--- src/rtl/zssd_disparity_scheduler.sv ---
// zssd_disparity_scheduler
// Sequences the ZSSD datapath for one stereo match point. For each candidate
// disparity it accumulates the five window sums over 256 pixel pairs, lets
// the external formula block settle for one cycle, registers its result and
// keeps the lowest-cost disparity (ties keep the lower index).
// Optional feature: define ZSSD_SCHED_EARLY_EXIT_EN to stop the search as
// soon as a zero-cost disparity is found.
module zssd_disparity_scheduler #(
    parameter int WIN_PIXELS = 256,
    parameter int MAX_DISP   = 64,
    parameter int DISP_W     = 6
) (
    input  logic              clk,
    input  logic              rst,
    input  logic              start,
    output logic              busy,
    output logic              done,
    output logic [DISP_W-1:0] disp_idx,
    input  logic              pix_valid,
    output logic              pix_ready,
    input  logic [7:0]        f_pix,
    input  logic [7:0]        g_pix,
    output logic [31:0]       fsum,
    output logic [31:0]       f2sum,
    output logic [31:0]       gsum,
    output logic [31:0]       g2sum,
    output logic [31:0]       fgsum,
    input  logic [31:0]       zssd_in,
    output logic [DISP_W-1:0] best_disp,
    output logic [31:0]       best_zssd
);

    typedef enum logic [2:0] {
        S_IDLE,
        S_ACCUM,
        S_EVAL,
        S_CMP,
        S_FIN
    } state_t;

    localparam logic [8:0]        LAST_PIX  = 9'(WIN_PIXELS - 1);
    localparam logic [DISP_W-1:0] LAST_DISP = DISP_W'(MAX_DISP - 1);

    state_t            state_q, state_d;
    logic              busy_q, busy_d;
    logic              done_q, done_d;
    logic              pix_ready_q, pix_ready_d;
    logic [DISP_W-1:0] disp_idx_q, disp_idx_d;
    logic [8:0]        cnt_q, cnt_d;
    logic [31:0]       fsum_q, fsum_d;
    logic [31:0]       f2sum_q, f2sum_d;
    logic [31:0]       gsum_q, gsum_d;
    logic [31:0]       g2sum_q, g2sum_d;
    logic [31:0]       fgsum_q, fgsum_d;
    logic [31:0]       zssd_reg_q, zssd_reg_d;
    logic [DISP_W-1:0] best_disp_q, best_disp_d;
    logic [31:0]       best_zssd_q, best_zssd_d;

    logic [15:0] ff_prod, gg_prod, fg_prod;
    logic        last_disp;

    // Unsigned 8x8 products widened before multiplying so no bits are lost.
    always_comb begin
        ff_prod = {8'd0, f_pix} * {8'd0, f_pix};
        gg_prod = {8'd0, g_pix} * {8'd0, g_pix};
        fg_prod = {8'd0, f_pix} * {8'd0, g_pix};
    end

    // Next-state and next-output logic for the search sequencer.
    always_comb begin
        // NOTE: every _d gets a default here so no path leaves it unassigned (no latches).
        state_d     = state_q;
        busy_d      = busy_q;
        done_d      = 1'b0;
        pix_ready_d = pix_ready_q;
        disp_idx_d  = disp_idx_q;
        cnt_d       = cnt_q;
        fsum_d      = fsum_q;
        f2sum_d     = f2sum_q;
        gsum_d      = gsum_q;
        g2sum_d     = g2sum_q;
        fgsum_d     = fgsum_q;
        zssd_reg_d  = zssd_reg_q;
        best_disp_d = best_disp_q;
        best_zssd_d = best_zssd_q;
        last_disp   = 1'b0;

        unique case (state_q)
            S_IDLE: begin
                if (start) begin
                    state_d     = S_ACCUM;
                    busy_d      = 1'b1;
                    pix_ready_d = 1'b1;
                    disp_idx_d  = '0;
                    cnt_d       = '0;
                    fsum_d      = '0;
                    f2sum_d     = '0;
                    gsum_d      = '0;
                    g2sum_d     = '0;
                    fgsum_d     = '0;
                end
            end
            S_ACCUM: begin
                if (pix_valid && pix_ready_q) begin
                    fsum_d  = fsum_q  + {24'd0, f_pix};
                    f2sum_d = f2sum_q + {16'd0, ff_prod};
                    gsum_d  = gsum_q  + {24'd0, g_pix};
                    g2sum_d = g2sum_q + {16'd0, gg_prod};
                    fgsum_d = fgsum_q + {16'd0, fg_prod};
                    cnt_d   = cnt_q + 9'd1;
                    if (cnt_q == LAST_PIX) begin
                        state_d     = S_EVAL;
                        pix_ready_d = 1'b0;
                    end
                end
            end
            S_EVAL: begin
                // Sums are frozen here, so the formula block output has settled.
                zssd_reg_d = zssd_in;
                state_d    = S_CMP;
            end
            S_CMP: begin
                if ((disp_idx_q == '0) || (zssd_reg_q < best_zssd_q)) begin
                    best_zssd_d = zssd_reg_q;
                    best_disp_d = disp_idx_q;
                end
                last_disp = (disp_idx_q == LAST_DISP);
`ifdef ZSSD_SCHED_EARLY_EXIT_EN
                if (best_zssd_d == 32'd0) begin
                    last_disp = 1'b1;
                end
`else
`endif
                if (last_disp) begin
                    state_d = S_FIN;
                    busy_d  = 1'b0;
                    done_d  = 1'b1;
                end else begin
                    state_d     = S_ACCUM;
                    pix_ready_d = 1'b1;
                    disp_idx_d  = disp_idx_q + DISP_W'(1);
                    cnt_d       = '0;
                    fsum_d      = '0;
                    f2sum_d     = '0;
                    gsum_d      = '0;
                    g2sum_d     = '0;
                    fgsum_d     = '0;
                end
            end
            S_FIN: begin
                state_d = S_IDLE;
            end
            default: begin
                state_d = S_IDLE;
            end
        endcase
    end

    // State and output registers; synchronous reset aborts any search.
    always_ff @(posedge clk) begin
        // NOTE: sequential state uses non-blocking assignments only.
        if (rst) begin
            state_q     <= S_IDLE;
            busy_q      <= 1'b0;
            done_q      <= 1'b0;
            pix_ready_q <= 1'b0;
            disp_idx_q  <= '0;
            cnt_q       <= '0;
            fsum_q      <= '0;
            f2sum_q     <= '0;
            gsum_q      <= '0;
            g2sum_q     <= '0;
            fgsum_q     <= '0;
            zssd_reg_q  <= '0;
            best_disp_q <= '0;
            best_zssd_q <= '0;
        end else begin
            state_q     <= state_d;
            busy_q      <= busy_d;
            done_q      <= done_d;
            pix_ready_q <= pix_ready_d;
            disp_idx_q  <= disp_idx_d;
            cnt_q       <= cnt_d;
            fsum_q      <= fsum_d;
            f2sum_q     <= f2sum_d;
            gsum_q      <= gsum_d;
            g2sum_q     <= g2sum_d;
            fgsum_q     <= fgsum_d;
            zssd_reg_q  <= zssd_reg_d;
            best_disp_q <= best_disp_d;
            best_zssd_q <= best_zssd_d;
        end
    end

    assign busy      = busy_q;
    assign done      = done_q;
    assign pix_ready = pix_ready_q;
    assign disp_idx  = disp_idx_q;
    assign fsum      = fsum_q;
    assign f2sum     = f2sum_q;
    assign gsum      = gsum_q;
    assign g2sum     = g2sum_q;
    assign fgsum     = fgsum_q;
    assign best_disp = best_disp_q;
    assign best_zssd = best_zssd_q;

endmodule

--- config.mk ---
export PLATFORM = sky130hd
export DESIGN_NAME = zssd_disparity_scheduler
export DESIGN_NICKNAME = d
export VERILOG_FILES = /design/src/rtl/zssd_disparity_scheduler.sv
export SDC_FILE = /design/constraint.sdc
export NUM_CORES = 1
export LEC_CHECK = 0
export ABC_CLOCK_PERIOD_IN_PS = 10050
export BUFFER_PORTS_ARGS = -buffer_cell sky130_fd_sc_hd__buf_2
export CORE_MARGIN = 5
export CORE_UTILIZATION = 55
export DETAILED_ROUTE_END_ITERATION = 12
export PLACE_DENSITY = 0.77
export SLEW_MARGIN = 10
export SYNTH_ARGS = -nofsm -noshare
export SYNTH_HDL_FRONTEND = slang
export SYNTH_SLANG_ARGS = --single-unit
--- constraint.sdc ---
create_clock -name clk -period 10.05 [get_ports clk]
set_clock_uncertainty 0.15 [all_clocks]
set_input_delay 0 -clock clk [delete_from_list [all_inputs] [get_ports clk]]
set_output_delay 0 -clock clk [all_outputs]
set_load 0.03 [all_outputs]
After elaboration in Yosys (flattened, before gate mapping)
Cells that the tools add are included.
Storage, ports and cells
  flip-flop bits (word level): 251
  input bits: 52
  logic and storage cells: 81
Operators by class
  add/subtract/negate cells: 7
  multiply operators: 3
  $lt $le $gt $ge: 1
  equal/unequal tests: 10
  multiplexer cells: 32
  bitwise logic cells: 1
  reductions and logical operators: 13
Operators by type and width (number)
  case mux 32 bit (3 select lines): 5
  two-way mux 32 bit: 7
  adder 32 x 16 -> 32 bit: 3
  adder 32 x 8 -> 32 bit: 2
  multiplier 8 x 8 -> 16 bit: 3
  less-than comparator 32 bit: 1
  two-way mux 9 bit: 3
  case mux 9 bit (3 select lines): 1
  two-way mux 3 bit: 4
  two-way mux 6 bit: 2
  case mux 3 bit (4 select lines): 1
  case mux 6 bit (2 select lines): 1
  inequality test 2 bit (second input constant): 5
  adder 9 x 1 -> 9 bit (second input constant): 1
  == test 9 x 8 -> 1 bit (second input constant): 1
  AND reduction 3 bit: 3
  adder 6 x 1 -> 6 bit (second input constant): 1
  == test 3 x 2 -> 1 bit (second input constant): 2
  == test 6 bit (second input constant): 1
  zero test 6 bit: 1
  two-way mux 1 bit: 6
  AND reduction 5 bit: 1
  AND reduction 4 bit: 1
  == test 3 x 1 -> 1 bit (second input constant): 1
  other kinds (10): 10

Logic depth before layout (Yosys ltp)
  word-level depth: 4
  mapped depth: 20
  mapped depth without buffers: 18

Worst setup path before layout
Ideal clock, no wire load.
  path kind: register to register
  start: register fgsum_q[6], in the netlist fgsum[6]
  end: register fgsum_q[25], in the netlist fgsum[25]
  arrival time: 4.749 ns
  required time: 9.830 ns
  path slack: 5.080 ns
  stages on the path, launching flop included: 17
  buffers on the path: 0
  period minus slack after synthesis: 4.970 ns
  path through: dfxtp_1 inv_1 fa_1 inv_1 fa_1 inv_1 fa_1 fa_1 inv_1 ha_1 and3_1 a22oi_1 a221o_1 o21ai_0 a21boi_0 or4_1 a21oi_1
Between the ends
  cells in the longest elaborated chain, start to end: 3
Ends and longest elaborated chain
  start, declared: RTL line 54  | logic [31:0] fgsum_q, fgsum_d;
  start signal, assigned: RTL line 188  | fgsum_q <= fgsum_d;
  adder 32 x 16 -> 32 bit: RTL line 109  | fgsum_d = fgsum_q + {16'd0, fg_prod};
  two-way mux 32 bit: RTL line 104  | if (pix_valid && pix_ready_q) begin
  case mux 32 bit (3 select lines): RTL line 88  | unique case (state_q)
No other way between the ends. The select of a mux whose other input is x is not followed.
A chain may end at the register's enable or synchronous reset.

Final worst setup path
  start: input port f_pix[1]
  end: register fgsum_q[25], in the netlist fgsum[25]
Between the ends
  cells in the longest elaborated chain, start to end: 4
Ends and longest elaborated chain
  start, declared: RTL line 21  | input logic [7:0] f_pix,
  multiplier 8 x 8 -> 16 bit: RTL line 66  | fg_prod = {8'd0, f_pix} * {8'd0, g_pix};
  adder 32 x 16 -> 32 bit: RTL line 109
  two-way mux 32 bit: RTL line 104
  case mux 32 bit (3 select lines): RTL line 88
No other way between the ends. The select of a mux whose other input is x is not followed.

==> results by group <==
Cells and area
  • Area Overhead vs Synth: 16.5%
  • Final net count: around 2,800
  • Layout cells sized above 1: roughly 14%
  • Non-Filler Cell Area, Final: between 20,000 and 25,000 sq um

STA
  • Fin. max-slew vios: 0
  • Final Setup Violations: 0
  • Fmax: 0.186 GHz
  • Slew @ Worst Pin: 1.04 ns
  • PnR worst setup slack: between 4 and 5 ns
  • Setup tns final: 0 ns
  • Slew margin rel.: a little under a third
  • Hold Fails Final Rpt: 0
  • Fin crit period: between 5 and 6 ns
  • Period utilization: a little over half
  • Unrepaired setup endpoints after global routing: false

Synthesis
  • Asr flop ratio synth: 0%
  • Largest family of logic cells by synthesized area: adder cells
  • XOR/XNOR Fraction of Synth Area: 5.53%
  • #FFs+latches synth: ~250
  • Synth top cells by count: 293 x inv_1, 251 x dfxtp_1, 201 x nand2_1
  • Count leader, synth: inv_1
  • Largest area contributor in the netlist: dfxtp_1
  • Dominant cells by area after synthesis: dfxtp_1 27%, fa_1 14%, ha_1 12%
  • Library cells used by synthesis: 75
  • Simple-Gate Fraction of Synth Area: approximately 18%
  • Seq/Total Area, Yosys: between 20% and 30%
  • Mux share of post-synthesis cell area: 2.75%
  • Top_reg_cell synth: dfxtp_1
  • Mapped Area: around 19,000 sq um
  • Yosys top cell area share: a little over a quarter
  • Number of enable flip-flop cells after synthesis: 0
  • Syn nets: roughly 2,500
  • Syn Inst Count: roughly 2,200
  • Syn. warnings: 0
  • Post-Synth Adder-Cell Area: around a quarter
  • Synthesized area per cell: 8.55 sq um
  • Synth Area in Compound Gates: about an eighth

Clock tree
  • TritonCTS Buffers: 29
  • Longest Clk Path Bufs: 3
  • Post_cts resized: 0
  • Clock sinks: between 200 and 300
  • CTS tree: yes
  • Clk slew on worst S/H paths: about 0.060 ns
  • Clock latency on the worst-skew pair: 0.58 ns
  • H-tree depth: 1
  • Clk root buf: clkbuf_16

Placement
  • Placed Area: just over 20,000 sq um
  • IO buf count: around 260
  • GP Congestion: roughly 0.92
  • Post-DP HPWL: between 30 and 40 mm
  • Place WS: around 4.6 ns

Setup path
  • Reg2Reg Setup Slack: between 4 and 5 ns
  • Critical Path AT: between 5 and 6 ns
  • Setup crit start kind: input pin
  • Worst EP required: approximately 10 ns
  • Max Fanout on Critical Path: 18
  • Critical path class: input pin to flop
  • Worst Setup End Kind: flop

Die
  • Initial core utilization: a little under three fifths
  • Row Count: 67
  • Core box area: around 33,000 sq um
  • # IOs: between 200 and 300
  • Die outline height: a little under 200 microns
  • Die ar.: between 30,000 and 40,000 sq um
  • Die Width: just under 200 microns

Power
  • Power density cells: between 150 and 200 nW/um^2
  • Max VDD drop: between 0.0001 and 0.00015 V
  • Lkg Pwr: 0.0102 uW

Route
  • TritonRoute pass-1 iters: 5
  • # DRC: 0
  • Via count: about 16,000
  • Drt via density: ~5.5
  • DR iter-0 viols: 880
  • Wire length per cell: roughly 17 microns
  • Final WL: roughly 48 mm
  • Routed Antenna Nets: 0

Global routing
  • Largest net degree at the start of global routing: 96
  • Vias in the first global route: ~16,000
  • First-pass GRT wire length: ~80 mm
  • Total GRT Usage: approximately a quarter
  • Congestion Overflow GR: 0
  • Antenna violations before repair: 1

Job
  • Max Cap Viol: 0

Worst hold path
  • Hold Crit Class: input pin to flop

Run status
  • Status: complete, no violations
## layout by cell type, fill, tap and decap left out, drive strengths merged, types with 25 or more instances in the layout
| master | synthesis | layout |
|---|---|---|
| fa | 126 | 126 |
| ha | 176 | 176 |
| a21o | 30 | 30 |
| or3 | 25 | 25 |
| and2 | 84 | 84 |
| nand4 | 44 | 44 |
| nand3 | 33 | 33 |
| xor2 | 52 | 52 |
| a22oi | 43 | 43 |
| dlygate4sd3 | 0 | 39 |
| xnor2 | 65 | 65 |
| o21ai | 46 | 46 |
| nor2 | 198 | 198 |
| inv | 293 | 294 |
| mux2i | 51 | 51 |
| clkbuf | 79 | 39 |
| a21oi | 134 | 134 |
| nand2 | 201 | 201 |
| dfxtp | 251 | 251 |
| buf | 11 | 270 |
## critical path, stage by stage
cell and delay, ns:
dlygate4sd3_1 0.53, buf_2 0.35, and2_1 0.22, fa_1 0.43
fa_1 0.55, fa_1 0.55, inv_1 0.05, fa_1 0.52
inv_1 0.04, ha_1 0.37, and3_1 0.21, a22oi_1 0.09
a221o_1 0.39, o21ai_0 0.50, a21boi_0 0.32, or4_1 0.45
a21oi_1 0.14
## sequential cells by signal, summed over array words and instances (netlist names)
name and flops:
done 1, cnt_q 9, disp_idx 6, busy 1, state_q 3, pix_ready 1, f2sum 32, best_zssd 32
fgsum 32, gsum 32, zssd_reg_q 32, best_disp 6, g2sum 32, fsum 32
## cells by family (layout without fill, tap and decap cells)
| group | after synthesis | in the layout |
|---|---|---|
| other | 0 | 1 |
| buffers and inverters | 383 | 655 |
| XOR/XNOR | 117 | 117 |
| multiplexers | 51 | 51 |
| flip-flops | 251 | 251 |
| adder cells (fa/ha/maj) | 302 | 302 |
| AO/OA/AOI/OAI | 369 | 369 |
| AND/OR/NAND/NOR | 694 | 694 |
## cell type report
cell class | count | area, sq um
well taps | 448 | 561
inverters | 293 | 1100
flip-flops and latches | 251 | 5020
diodes | 1 | 2.50
multi-input cells | 1533 | 12100
clock buffers | 39 | 843
clock inverters | 14 | 190
repair buffers | 309 | 1770
fillers | 2793 | 11800
## layer usage
layer  part of all wire, %  GRT usage [%]  routed length [microns]
met5                     0              0                        0
met4                   3.4           7.84                     1610
met3                   7.1           5.74                     3400
met2                    48           43.2                    23200
met1                    41           30.8                    19700
## path summary, 6_finish.rpt
path / startpoint / endpoint / depth (start not counted)
worst min-delay path: g_pix[1] / gsum[1] / 4
worst min register to register: zssd_reg_q[25] / zssd_reg_q[25] / 2
worst max register to register: fgsum[6] / fgsum[25] / 16
worst max-delay path: f_pix[1] / fgsum[25] / 17
## stage by stage
step | hold slack [ns] | instances | utilization [%] | power (uW)
2_1_floorplan | -0.0140 | 2167 | - | 1950
3_3_place_gp | 0.0897 | 2795 | 60.4 | 2150
3_5_place_dp | 0.0959 | 2795 | 60.4 | 2190
4_1_cts | 0.00938 | 2887 | 64.7 | 3350
5_1_grt | 0.0720 | 2888 | 64.7 | 3560
6_report | 0.0276 | 2888 | 64.7 | 3330
## where the power goes
part | total [uW] | internal, uW | leakage, uW | switching [uW]
Sequential | 1020 | 1010 | 0.00202 | 11.1
Combinational | 1170 | 478 | 0.00768 | 696
Clock | 1140 | 690 | 0.000511 | 450
## timing repair
item                      CTS  global route
hold endpoints to repair   69             0
hold buffers               39             0
buffers inserted            0             0
Note: power is estimated with default switching activity, not from simulation.
